`src/rtl/button_event_decoder.sv`:
```
// button_event_decoder
//   Turns a raw, bouncy pushbutton level into debounced level plus classified
//   one-cycle events (press, short click, long press, auto-repeat).
//
// Ports:
//   clk          system clock, rising edge
//   rst          asynchronous active-high reset
//   btn_raw      raw asynchronous button level, 1 = pressed
//   btn_state    debounced, registered button level
//   press_pulse  one cycle on debounced rising edge
//   short_pulse  one cycle on release when hold was shorter than LONG_CYC
//   long_pulse   one cycle when hold reaches LONG_CYC
//   repeat_pulse one cycle every REPEAT_CYC while held after long_pulse
module button_event_decoder #(
    parameter int DEBOUNCE_CYC = 250000,
    parameter int LONG_CYC     = 100000000,
    parameter int REPEAT_CYC   = 20000000
) (
    input  logic clk,
    input  logic rst,
    input  logic btn_raw,
    output logic btn_state,
    output logic press_pulse,
    output logic short_pulse,
    output logic long_pulse,
    output logic repeat_pulse
);

    localparam int DB_W   = $clog2(DEBOUNCE_CYC);
    localparam int HOLD_W = $clog2(LONG_CYC);
    localparam int REP_W  = $clog2(REPEAT_CYC);

    localparam logic [DB_W-1:0]   DB_MAX   = DB_W'(DEBOUNCE_CYC - 1);
    localparam logic [HOLD_W-1:0] HOLD_MAX = HOLD_W'(LONG_CYC - 1);
    localparam logic [REP_W-1:0]  REP_MAX  = REP_W'(REPEAT_CYC - 1);

    typedef enum logic [1:0] {
        IDLE,
        HELD,
        LONG
    } state_t;

    logic              sync1;
    logic              sync2;
    logic [DB_W-1:0]   db_cnt;
    logic              mismatch;
    logic              flip;
    logic              rise;
    logic              fall;

    state_t            state;
    state_t            state_next;
    logic [HOLD_W-1:0] hold_cnt;
    logic [HOLD_W-1:0] hold_next;
    logic [REP_W-1:0]  rep_cnt;
    logic [REP_W-1:0]  rep_next;
    logic              press_next;
    logic              short_next;
    logic              long_next;
    logic              repeat_next;

    // The FSM reacts to the flip condition itself rather than to btn_state,
    // so every pulse is registered on the same edge that changes btn_state.
    always_comb begin
        mismatch = (sync2 != btn_state);
        flip     = mismatch && (db_cnt == DB_MAX);
        rise     = flip && !btn_state;
        fall     = flip && btn_state;
    end

    always_ff @(posedge clk or posedge rst) begin
        if (rst) begin
            sync1     <= 1'b0;
            sync2     <= 1'b0;
            btn_state <= 1'b0;
            db_cnt    <= '0;
        end else begin
            sync1 <= btn_raw;
            sync2 <= sync1;
            if (!mismatch) begin
                db_cnt <= '0;
            end else if (flip) begin
                btn_state <= sync2;
                db_cnt    <= '0;
            end else begin
                db_cnt <= db_cnt + 1'b1;
            end
        end
    end

    always_ff @(posedge clk or posedge rst) begin
        if (rst) begin
            state        <= IDLE;
            hold_cnt     <= '0;
            rep_cnt      <= '0;
            press_pulse  <= 1'b0;
            short_pulse  <= 1'b0;
            long_pulse   <= 1'b0;
            repeat_pulse <= 1'b0;
        end else begin
            state        <= state_next;
            hold_cnt     <= hold_next;
            rep_cnt      <= rep_next;
            press_pulse  <= press_next;
            short_pulse  <= short_next;
            long_pulse   <= long_next;
            repeat_pulse <= repeat_next;
        end
    end

    // Release is tested before the long/repeat thresholds so it wins ties.
    always_comb begin
        state_next  = state;
        hold_next   = '0;
        rep_next    = '0;
        press_next  = 1'b0;
        short_next  = 1'b0;
        long_next   = 1'b0;
        repeat_next = 1'b0;
        case (state)
            IDLE: begin
                if (rise) begin
                    press_next = 1'b1;
                    state_next = HELD;
                end
            end
            HELD: begin
                if (fall) begin
                    short_next = 1'b1;
                    state_next = IDLE;
                end else if (hold_cnt == HOLD_MAX) begin
                    long_next  = 1'b1;
                    state_next = LONG;
                end else begin
                    hold_next = hold_cnt + 1'b1;
                end
            end
            LONG: begin
                if (fall) begin
                    state_next = IDLE;
                end else if (rep_cnt == REP_MAX) begin
                    repeat_next = 1'b1;
                end else begin
                    rep_next = rep_cnt + 1'b1;
                end
            end
            default: begin
                state_next = IDLE;
            end
        endcase
    end

endmodule

```
`config.mk`:
```
export PLATFORM = sky130hd
export DESIGN_NAME = button_event_decoder
export DESIGN_NICKNAME = d
export VERILOG_FILES = /design/src/rtl/button_event_decoder.sv
export SDC_FILE = /design/constraint.sdc
export NUM_CORES = 1
export LEC_CHECK = 0
export ABC_CLOCK_PERIOD_IN_PS = 2200
export BUFFER_PORTS_ARGS = -buffer_cell sky130_fd_sc_hd__buf_2
export CORE_MARGIN = 1
export CORE_UTILIZATION = 45
export DETAILED_ROUTE_END_ITERATION = 10
export PLACE_DENSITY_LB_ADDON = 0.25
export SETUP_SLACK_MARGIN = 0.3
export SLEW_MARGIN = 20
export SYNTH_ARGS = -nofsm -noshare
export SYNTH_HDL_FRONTEND = slang
export SYNTH_SLANG_ARGS = --single-unit
```
`constraint.sdc`:
```
create_clock -name clk -period 2.2 [get_ports clk]
set_input_delay 0.11 -clock clk [delete_from_list [all_inputs] [get_ports clk]]
set_output_delay 0.11 -clock clk [all_outputs]
set_load 0.005 [all_outputs]
```
; ---- Yosys cells after proc, flatten, opt, wreduce, memory -nomap -nowiden
; Cells that the tools add are included.
[word_totals]
regBits = 79
inputBits = 3
output_inout_bits = 5
word_cells = 53
[classes]
n_addsub = 3
eq_ne = 9
muxes = 23
reduce_logical = 7
[ops]
columns = op, n
row1 = $mux 27, 3
row2 = $mux 25, 3
row3 = $mux 18, 2
row4 = $add 27x1->27 const B, 1
row5 = $eq 27x27->1 const B, 1
row6 = $add 25x1->25 const B, 1
row7 = $eq 25x25->1 const B, 1
row8 = $add 18x1->18 const B, 1
row9 = $eq 18x18->1 const B, 1
row10 = $mux 1, 10
row11 = $mux 2, 4
row12 = $pmux 2 s3, 1
row13 = $ne 2x2->1 const B, 2
row14 = $logic_and 1x1->1, 3
row15 = $ne 3x3->1 const B, 1
row16 = $reduce_and 3->1, 1
row17 = $eq 2x1->1 const B, 1
row18 = $eq 2x2->1 const B, 1
row19 = $logic_not 2->1, 1
row20 = $reduce_and 2->1, 1
row21 = $logic_not 1->1, 1
row22 = $ne 1x1->1, 1

; ---- Depth between registers and ports, before layout
; Gate-level depths: netlist of run 1.
[depth]
depth_word = 5
ltp_mapped = 8
depth_no_buf = 6

; ---- Least setup slack after synthesis of run 1
; Ideal clock, no wire load.
[synth_timing]
kind = flip-flop to flip-flop
from = reg db_cnt[9]
to = reg db_cnt[15]
setup_ns = 0.119
t_arrival_ns = 1.835
t_required_ns = 2.081
setup_slack_ns = 0.247
path_stages_with_launch = 8
n_path_buf = 2
period_less_slack_ns = 1.953
path_cell_list = dfrtp_1 or4_1 nor4_2 and2_2 or2_1 buf_6 buf_12 nor2_1
[synth_between]
elab_chain_len = 4
elab_cells_between_ends = 5
classes_between = add/sub (1) / eq/ne (1) / mux (2) / reduce/logical (1)
[synth_rtl]
columns = element, line_no
row1 = start: declaration, 45  ; logic [DB_W-1:0] db_cnt;
row2 = start signal: assignment, 86  ; db_cnt <= db_cnt + 1'b1;
row3 = branches (longest 2 deep; another with $add 18x1->18), --
row4 = $mux 18 *, 82  ; end else if (flip) begin
row5 = $mux 18 *, 80  ; if (!mismatch) begin
; Mark *: on every way between the ends.
; A chain may end at the register's enable or synchronous reset.

; ---- Worst setup path after layout of run 1
[layout_timing]
from = reg rep_cnt[20]
to = reg rep_cnt[7]
[layout_between]
elab_chain_len = 4
[layout_rtl]
columns = element, line_no
row1 = start: declaration, 55  ; logic [REP_W-1:0] rep_cnt;
row2 = start signal: assignment, 103  ; rep_cnt <= rep_next;
row3 = $eq 25x25->1, 141  ; end else if (rep_cnt == REP_MAX) begin
row4 = $mux 25, 141
row5 = $mux 25, 139  ; if (fall) begin
row6 = $mux 25, 120  ; case (state)
row7 = via rep_next[7], 56  ; logic [REP_W-1:0] rep_next;
; The timed path passes the listed nets, and every way through them passes these cells.

==> flow_summary.json, run 1 <==
{
  "outcome": "finished, final reports clean",
  "min_period_ns": 1.92,
  "skew_ns": 0.0118,
  "setup-violations-final": 0,
  "chipHeight_um": 94.4,
  "portBuffers": 7,
  "yosysUniqueCellTypes": 37,
  "tightest_slew_ns": 0.551,
  "p_seq_frac": 0.571,
  "synthArstFlopShare": 1.00,
  "synth_seq_cells": 79,
  "fillers": 730,
  "yosysSeqAreaShare": 0.514,
  "wl_per_cell_um": 14.1,
  "cts.sinks": 79,
  "p_leak_uw": 0.00182,
  "vias": 2947,
  "die_w_um": 94.4,
  "tns_ns": 0,
  "start_kind": "flip-flop",
  "n_antenna_cell": 0,
  "power_frac_comb": 0.024,
  "die-area_sq_mm": 0.00892,
  "grt_max_degree": 80,
  "max_clock_freq_mhz": 522,
  "synth_area_sq_mm": 0.00384,
  "rows": 33,
  "grtUsageTotal": 0.184,
  "crit_fanout": 11,
  "dp_hpwl_mm": 4.91,
  "power.internal_uw": 2000,
  "cts_buffer_depth": 2,
  "ir_drop_uv": 402,
  "design_area_sq_mm": 0.00455,
  "gr-total-overflow": 0,
  "cts_root_buf": "clkbuf_8",
  "end_kind": "flip-flop",
  "nNetsFinal": 443,
  "htreeDepth": 3,
  "fp.coreArea_sq_mm": 0.00826,
  "slew_headroom": 0.631,
  "critical_path_arrival_ns": 2.15,
  "finalCritPeriodShare": 0.871,
  "ant_nets": 0,
  "grt_pass1_vias": 2775,
  "path_class": "reg -> reg",
  "cts.clk_slew.worst_paths_ns": 0.07,
  "rrSetupSlack_ns": 0.28,
  "hp-class": "reg -> reg",
  "clk_latency_ns": 0.35,
  "cts_tree": "done",
  "syn2layout_area_growth_pct": 18.4,
  "drive_above_1_share": 0.170,
  "start_util": 0.465,
  "maxCapViolations": 0,
  "required_ns": 2.44,
  "synth-edff-count": 0,
  "ys_warn_count": 0,
  "dr.first_iter.drc_count": 135,
  "grt_pass1_wl_mm": 12.7,
  "top_level_ports": 8,
  "drt_pass1_iterations": 4,
  "routabilityCongestion": 0.878,
  "synthFlopType": "dfrtp_1",
  "pwr_density_cell_mw_per_mm2": 564,
  "post_dp_cell_area_sq_mm": 0.00409,
  "p_sw_uw": 564,
  "clkPwrFrac": 0.406,
  "rsz0062_at_grt": "true",
  "slew_viol_final": 0,
  "vias_per_cell": 5.39,
  "synth.net_count": 400,
  "syn_inst": 394,
  "cts_made_buffers": 9,
  "syn_avg_cell_area_sq_um": 9.76,
  "drc": 0,
  "wl_mm": 7.71,
  "sw_frac_of_total": 0.220,
  "antenna_found_initial": 0,
  "final-hold-violation-count": 0
}
[cell usage after synthesis (3+ instances only)]
cell type | n | area share
ha_1 | 3 | 0.0098
or4_1 | 5 | 0.0098
clkbuf_1 | 3 | 0.0029
inv_1 | 11 | 0.011
nand2_1 | 31 | 0.030
dfrtp_1 | 79 | 0.51
nand4_1 | 20 | 0.033
nand3_1 | 25 | 0.033
nor3_1 | 13 | 0.017
buf_4 | 4 | 0.0078
nor4b_1 | 3 | 0.0068
and4_1 | 5 | 0.011
xnor2_1 | 25 | 0.057
nor4_1 | 12 | 0.020
a21oi_1 | 5 | 0.0065
and3_1 | 7 | 0.011
nor2_1 | 81 | 0.079
xor2_1 | 37 | 0.084
or3_1 | 3 | 0.0049
[cells by family after synthesis]
family / share of synthesized area
simple gates: 0.281
flops: 0.514
xor+xnor: 0.141
buf+inv: 0.0296
compound gates: 0.0241
fa+ha+maj: 0.00977
[power groups by stage]
stage	sequential (uW)	clock [uW]	combinational, uW
floorplan	1490	0	40.6
detailed placement	1490	0	56.0
finish	1460	1040	60.4
CTS	1460	1070	60.1
global route	1460	1140	70.5
global placement	1490	0	55.6
[final cells by class]
cell class | instances | area (sq um) | share of cell area
Sequential cell | 79 | 1980 | 0.434
Multi-Input combinational cell | 295 | 1850 | 0.407
Timing Repair Buffer | 41 | 358 | 0.0786
Clock buffer | 11 | 131 | 0.0289
Tap cell | 105 | 131 | 0.0289
Clock inverter | 5 | 58.8 | 0.0129
Inverter | 11 | 45.0 | 0.00990
[timing repair]
action / in CTS / in global routing
pin swaps: 3 / 7
cloned: 0 / 1
buffers inserted: 8 / 8
resized for setup: 6 / 14
hold endpoints to repair: 80 / 0
hold buffers: 2 / 0
setup endpoints to repair: 61 / 69
[per-stage QoR]
step | total power [uW] | worst slack (ns) | hold slack (ns) | util | std cells
final | 2570 | 0.284 | 0.365 | 0.551 | 547
after global routing | 2670 | 0.234 | 0.373 | 0.551 | 547
after CTS | 2590 | 0.278 | 0.371 | 0.532 | 538
after detailed placement | 1550 | 0.199 | 0.222 | 0.495 | 512
after global placement | 1550 | 0.254 | 0.217 | 0.495 | 512
after floorplan | 1530 | 0.357 | 0.141 | - | 394
[cell usage in the layout (no fill, tap or decap), types with 3 or more instances in the layout]
cell type,n
clkinvlp_4,3
and3_1,7
clkbuf_8,9
or4_1,3
nor3_1,12
buf_4,26
nor2_1,81
and4_1,5
xor2_1,37
nand2_1,31
buf_2,7
dfrtp_1,79
inv_1,10
nor4_1,10
xnor2_1,24
nand4_1,20
buf_12,3
nand3_1,24
a21oi_1,5
[critical path, stage by stage, from the launching register on]
cell and delay (ns):
dfrtp_1 0.44, nor4bb_1 0.32, nand4_1 0.16, or4_4 0.44, or2b_4 0.24, clkbuf_16 0.15, nor2_1 0.05
[per-layer routing]
metal	track usage	vias up	share of wire
met1	0.244	1452	0.47
met2	0.287	37	0.49
met4	0.0692	0	0.016
li1	-	1445	-
met5	0	-	0
met3	0.0507	13	0.028
[path summary, 6_finish.rpt]
| check | from | to | depth (start not counted) |
|---|---|---|---|
| min in group asynchronous | rst | rep_cnt[24]$_DFF_PP0_ | 4 |
| max in group asynchronous | rst | rep_cnt[3]$_DFF_PP0_ | 4 |
| min reg2reg | sync1$_DFF_PP0_ | sync2$_DFF_PP0_ | 0 |
| min | sync1$_DFF_PP0_ | sync2$_DFF_PP0_ | 0 |
| max reg2reg | rep_cnt[20]$_DFF_PP0_ | rep_cnt[7]$_DFF_PP0_ | 6 |
| max | rep_cnt[20]$_DFF_PP0_ | rep_cnt[7]$_DFF_PP0_ | 6 |
[sequential cells by signal, indices dropped and copies added, names as in the netlist]
signal / count
hold_cnt: 27
rep_cnt: 25
db_cnt: 18
state: 2
btn_state: 1
long_pulse: 1
press_pulse: 1
repeat_pulse: 1
short_pulse: 1
sync1: 1
sync2: 1
Power figures use the tool's default switching activity.
==> run 2, diff against run 1 <==
- ABC_CLOCK_PERIOD_IN_PS: 2200 -> 1600
- CORE_UTILIZATION: 45 -> 40
- CTS_CLUSTER_SIZE: default -> 16
- clock period: 2.2 -> 1.6 ns (I/O delays scaled with it)
==> flow_summary.json, run 2 (synthesized netlist as in run 1, its figures left out) <==
{
  "finalCritPeriodShare": 1.18,
  "critical_path_arrival_ns": 2.12,
  "start_util": 0.414,
  "vias": 3276,
  "chipHeight_um": 100,
  "ant_nets": 0,
  "crit_fanout": 5,
  "hp-class": "in -> async",
  "cts_root_buf": "clkbuf_8",
  "ir_drop_uv": 354,
  "dp_hpwl_mm": 5.96,
  "wl_per_cell_um": 14.4,
  "nNetsFinal": 524,
  "outcome": "complete, but fails checks",
  "rsz0062_at_grt": "true",
  "reg2reg_depth": 6,
  "syn2layout_area_growth_pct": 42.7,
  "use_met3": 0.0411,
  "vias_per_cell": 5.02,
  "largest_register_ffs": 27,
  "violations": "setup timing",
  "post_dp_cell_area_sq_mm": 0.00480,
  "cts_made_buffers": 9,
  "start_kind": "flip-flop",
  "end_kind": "flip-flop",
  "setup-violations-final": 75,
  "routabilityCongestion": 0.831,
  "drive_above_1_share": 0.413,
  "final_cell_mix": "91 x buf_4, 79 x dfrtp_1, 39 x nor2_1",
  "skew_ns": 0.0215,
  "setup_slack_ns": -0.285,
  "drt_pass1_iterations": 4,
  "use_met1": 0.256,
  "tightest_slew_ns": 0.568,
  "use_met2": 0.346,
  "grt.busiest_layer": "met2",
  "clk_latency_ns": 0.36,
  "crit-reg2reg-capture": "db_cnt[2]$_DFF_PP0_",
  "htreeDepth": 3,
  "n_antenna_cell": 0,
  "grt_max_degree": 37,
  "path_class": "reg -> reg",
  "grt_pass1_wl_mm": 15.8,
  "grtUsageTotal": 0.203,
  "p_leak_uw": 0.00228,
  "max_clock_freq_mhz": 530,
  "cts.sinks": 79,
  "tns_ns": -16.11,
  "required_ns": 1.83,
  "final_common_cell": "buf_4",
  "reg.largest.list": "hold_cnt x27, rep_cnt x25, db_cnt x18",
  "gr-total-overflow": 0,
  "cts.clk_slew.worst_paths_ns": 0.10,
  "cts_buffer_depth": 2,
  "min_period_ns": 1.89,
  "fp.coreArea_sq_mm": 0.00928,
  "rows": 35,
  "slew_headroom": 0.621,
  "antenna_found_initial": 0,
  "die-area_sq_mm": 0.0100,
  "design_area_sq_mm": 0.00549,
  "rrSetupSlack_ns": -0.29,
  "grt_pass1_vias": 3373,
  "top_level_ports": 8,
  "fillers": 789,
  "cts_tree": "done",
  "slew_viol_final": 0,
  "power_uw": 3630,
  "wl_mm": 9.40,
  "maxCapViolations": 0,
  "die_w_um": 100,
  "drc": 0,
  "dr.first_iter.drc_count": 86,
  "final-hold-violation-count": 0,
  "portBuffers": 7,
  "fin_util": 0.591,
  "r2r_start": "db_cnt[13]$_DFF_PP0_",
  "pwr_density_cell_mw_per_mm2": 661,
  "max_flop_register": "hold_cnt"
}
-- run 2: report_power, final --
group          internal [uW]  switching, uW
logic                   48.4           75.7
clock network            723            769
registers               2000           5.87
total                   2780            851
-- run 2: metal layers --
| metal | wire length (um) | up-vias |
|---|---|---|
| met2 | 4780 | 32 |
| met4 | 141 | 0 |
| met3 | 191 | 9 |
| met1 | 4290 | 1614 |
| li1 | - | 1621 |
| met5 | 0 | - |
-- run 2: repair_timing --
action,4_1_cts,5_1_grt
hold buffers,2,0
buffers inserted,5,0
resized for setup,57,39
endpoints found under the setup margin,77,77
pin swaps,30,9
cloned,8,0
hold endpoints to repair,22,0
-- run 2: cell type report --
type	count	area (sq um)	share of cell area
repair buffers	116	940	0.171
multi-input cells	301	2170	0.395
clock buffers	9	124	0.0226
clock inverters	7	73.8	0.0135
flip-flops and latches	79	1980	0.360
inverters	11	45.0	0.00821
well taps	129	161	0.0294
-- run 2: worst max-delay path by stage --
stage / endpoint / start / slack (ns)
final: db_cnt[2]$_DFF_PP0_ / db_cnt[13]$_DFF_PP0_ / -0.29
after global routing: rep_cnt[10]$_DFF_PP0_ / rep_cnt[19]$_DFF_PP0_ / -0.41
after global placement: rep_cnt[19]$_DFF_PP0_ / rep_cnt[19]$_DFF_PP0_ / -0.32
after detailed placement: rep_cnt[19]$_DFF_PP0_ / rep_cnt[18]$_DFF_PP0_ / -0.39
after CTS: rep_cnt[5]$_DFF_PP0_ / rep_cnt[14]$_DFF_PP0_ / -0.27
after floorplan: db_cnt[16]$_DFF_PP0_ / db_cnt[13]$_DFF_PP0_ / -0.23
-- run 2: worst max-delay path, cell delays in order, from the launching register on --
cell,delay [ns]
dfrtp_1,0.39
or4_4,0.55
nor4_4,0.26
and2_4,0.23
or2_4,0.16
buf_6,0.14
nor2_2,0.03
-- run 2: through the flow --
stage          setup WS [ns]  cells  hold slack [ns]
6_report              -0.285    652            0.330
5_1_grt               -0.406    652            0.369
4_1_cts               -0.274    652            0.340
3_5_place_dp          -0.386    621            0.170
3_3_place_gp          -0.318    621            0.167
2_1_floorplan         -0.235    394            0.111
